File: src/rtl/serial_parity_checker_sat_counter8.sv
// 8-bit counter that increments on inc and sticks at 255; cleared only by rst.
// Registered output, one cycle from inc to updated count; inc is never refused.
module sat_counter8 (
  input  logic       clk,
  input  logic       rst,
  input  logic       inc,
  output logic [7:0] cnt
);

  logic [7:0] cnt_q;
  logic [7:0] cnt_d;

  always_comb begin
    cnt_d = cnt_q;
    if (inc && (cnt_q != 8'hFF)) begin
      cnt_d = cnt_q + 8'd1;
    end
  end

  always_ff @(posedge clk or posedge rst) begin
    if (rst) begin
      cnt_q <= 8'd0;
    end else begin
      cnt_q <= cnt_d;
    end
  end

  assign cnt = cnt_q;

endmodule

File: config.mk
export PLATFORM = sky130hd
export DESIGN_NAME = sat_counter8
export DESIGN_NICKNAME = d
export VERILOG_FILES = /design/src/rtl/serial_parity_checker_sat_counter8.sv
export SDC_FILE = /design/constraint.sdc
export NUM_CORES = 1
export LEC_CHECK = 0
export ABC_AREA = 1
export CAP_MARGIN = 20
export CELL_PAD_IN_SITES_DETAIL_PLACEMENT = 0
export CELL_PAD_IN_SITES_GLOBAL_PLACEMENT = 1
export CORE_MARGIN = 2
export CORE_UTILIZATION = 29
export CTS_CLUSTER_SIZE = 20
export DETAILED_ROUTE_END_ITERATION = 10
export PLACE_DENSITY = 0.68
export SLEW_MARGIN = 15
export SYNTH_ARGS = -nofsm -noshare
export SYNTH_HDL_FRONTEND = slang
export SYNTH_SLANG_ARGS = --single-unit
File: constraint.sdc
create_clock -name clk -period 1.1 [get_ports clk]
set_input_delay 0.11 -clock clk [delete_from_list [all_inputs] [get_ports clk]]
set_output_delay 0.11 -clock clk [all_outputs]
set_load 0.01 [all_outputs]
==> results.md <==
- PD cells: roughly 1700 nW/um2
- Async S/R FF share, synth: 100%
- Via density: 4.74
- Library cells used by synthesis: 16
- Core Rows: 14
- Failing checks: negative setup slack
- Die X-Extent: ~44 um
- Antenna-violating nets left: 0
- Setup ws final: -0.0731 ns
- Root buffer cell: clkbuf_4
- RePlAce Congestion: ~0.76
- Max IR drop VDD: about 0.87 mV
- Number of fill cells: roughly 150
- GR Util All Layers: between 10% and 20%
- Status: finished with violations
- Clock skew: 0.00200 ns
- Min Tclk post-route: around 1.2 ns
- Register area: 200 um2
- Tcrit/Tclk final: 107%
- # hold bufs at CTS: 0
- TritonRoute pass-1 iters: 5
- Post-synthesis cell area: roughly 470 um2
- Fin cells: approximately 100
- Boundary Pins: 11
- Die height: ~44 um
- Final Total Pwr: roughly 1.3 mW
- Slew Viols, Final: 0
- Worst-Skew Late Latency: around 0.25 ns
- Ant diodes: 0
- Top-area cell type share of the netlist area: around 42%
- Number of CTS-inserted buffers: 3
- Vias: ~500
- Sw power: between 0.4 and 0.5 mW
- Fmax: around 0.85 GHz
- Die area: 1970 um2
- Setup tns final: -0.358 ns
- Synthesis-to-layout area growth: 58.2%
- TritonCTS clock tree: yes
- Vias in the first global route: 466
- Final setup fails: 8
- Final Hold Vio Count: 0
- Average cell area after synthesis: roughly 7.5 um2
- #FFs+latches synth: 8
- Multi-input combinational cell area: 292 um2
- First-pass GRT wire length: around 1900 um
- Grt ovf: 0
- Clk slew on worst S/H paths: ~0.05 ns
- Initial drt markers: 4
- Worst Hold Class: in -> async
- Initial Utilization: between 30% and 40%
- Top cell type by total area after synthesis: dfrtp_1
- Share of layout cells above drive strength 1: 37.9%
- Total length of routed wires: between 1000 and 1500 um
- Clock power frac: 17.4%
- Synth top cells by count: nand2_1 (21), inv_1 (10), dfrtp_1 (8)
- Placed cells: 97
- Net count, final: between 90 and 100
- Critical Path AT: about 1.4 ns
- Seq/Total Area, Yosys: approximately 42%
- Post-route DRC: 0
- CP max FO: 6
- Max Cap Viol: 0
- CP startpoint kind: register
- DR WL/cell: between 10 and 15 um
- Initial antenna violation count: 0
- Top-count cell post-synth: nand2_1
- Syn_nets: 67
- Largest net degree at the start of global routing: 9
- Core box area: about 1500 um2
- Unrepaired setup endpoints after global routing: true
- Pleak: slightly above 0.4 nW
- Post-layout util: roughly half
- H-tree Lvls: 1
- Clk buf depth: 2
- Rel. slew slack: between 70 and 80%
- Main synth FF type: dfrtp_1
- Synth area leaders: dfrtp_1 (42%), nand2_1 (17%), inv_1 (7.9%)
- Comb pwr share: roughly 50%
- Hold Slack: 0.106 ns
- Critical Path Sink Type: register
- Switching Fraction: between 30 and 40%
- Synth Instances: 63
- Internal power: a little over 0.8 mW
- Max FFs per register: 8
- Worst-Margin Slew: around 0.32 ns
- CTS Sinks: 8
- Worst Path Required: approximately 1.3 ns
- Synth warn: 0
- Flop pwr share: between 30% and 40%
- Critical path class: reg -> reg
- Port-buffer cells: 10
- Number of flops mapped to enable cells by yosys: 0
- DPL Wire Length: between 700 and 800 um
-- power by group through the flow --
stage / registers, mW / clock network (mW) / logic (mW)
2_1_floorplan: 0.503 / 0 / 0.183
5_1_grt: 0.438 / 0.246 / 0.690
4_1_cts: 0.429 / 0.233 / 0.598
3_5_place_dp: 0.454 / 0 / 0.571
3_3_place_gp: 0.453 / 0 / 0.568
6_report: 0.428 / 0.220 / 0.618
-- area by class of cell --
class                           instances  share of cell area (%)
Multi-Input combinational cell         44                    39.0
Timing Repair Buffer                   22                    23.6
Inverter                               10                    5.02
Clock buffer                            3                    3.01
Tap cell                               16                    2.68
Sequential cell                         8                    26.8
-- worst max-delay path, cell delays in order, from the launching register on --
cell and delay [ns]:
dfrtp_1 0.35, ha_2 0.21, nand2_4 0.07, nor2_4 0.16
nand2_4 0.12, nand2_4 0.09, nand2_1 0.05, o21ai_1 0.06
-- placed cells by master (no fill, tap or decap) --
cell / count
nand2_1: 18
buf_4: 11
inv_1: 10
dfrtp_1: 8
dlygate4sd2_1: 6
nor2_4: 4
nand2_4: 4
nand3_1: 4
nand3_2: 4
clkbuf_4: 3
nand2_2: 2
nand4_1: 2
clkdlybuf4s50_1: 2
buf_2: 2
nand3b_1: 1
xnor2_1: 1
o21ai_1: 1
nor2_1: 1
o21ai_2: 1
ha_2: 1
buf_6: 1
-- final timing paths --
| check | from | to | slack [ns] | depth (start not counted) |
|---|---|---|---|---|
| worst max-delay path | cnt[1] | cnt[2] | -0.07 | 7 |
| worst min-delay path | rst | cnt[2] | 0.11 | 2 |
| worst max register to register | cnt[1] | cnt[2] | -0.07 | 7 |
| worst min register to register | cnt[5] | cnt[5] | 0.59 | 3 |
| max in group asynchronous | rst | cnt[1] | 0.75 | 2 |
| min in group clk | inc | cnt[3] | 0.59 | 5 |
-- per-stage QoR --
step	worst slack [ns]	area (um2)
2_1_floorplan	-0.131	475
3_3_place_gp	-0.132	654
3_5_place_dp	-0.184	654
4_1_cts	-0.0681	734
5_1_grt	-0.175	748
6_report	-0.0731	748
-- routing by layer --
| layer | vias to the layer above | share of wire (%) | GRT usage, % |
|---|---|---|---|
| met5 | - | 0 | 0 |
| li1 | 249 | - | - |
| met4 | 0 | 0.74 | 1.82 |
| met1 | 223 | 43 | 16.4 |
| met2 | 14 | 49 | 22.9 |
| met3 | 2 | 6.3 | 7.35 |
-- kinds of logic (layout without fill, tap and decap cells) --
group,count (synthesis),after routing,share of synthesized area (%)
compound gates,2,2,2.11
xor+xnor,1,1,1.85
fa+ha+maj,1,1,2.65
buf+inv,12,35,11.4
flops,8,8,42.3
simple gates,39,40,39.7
-- what timing repair did --
item | 4_1_cts | 5_1_grt
endpoints found under the setup margin | 16 | 8
pin swaps | 5 | 5
gates cloned | 1 | 0
setup buffers | 2 | 0
gates resized for setup | 26 | 4
hold endpoints to repair | 0 | 0
Note: power is estimated with default switching activity, not from simulation.
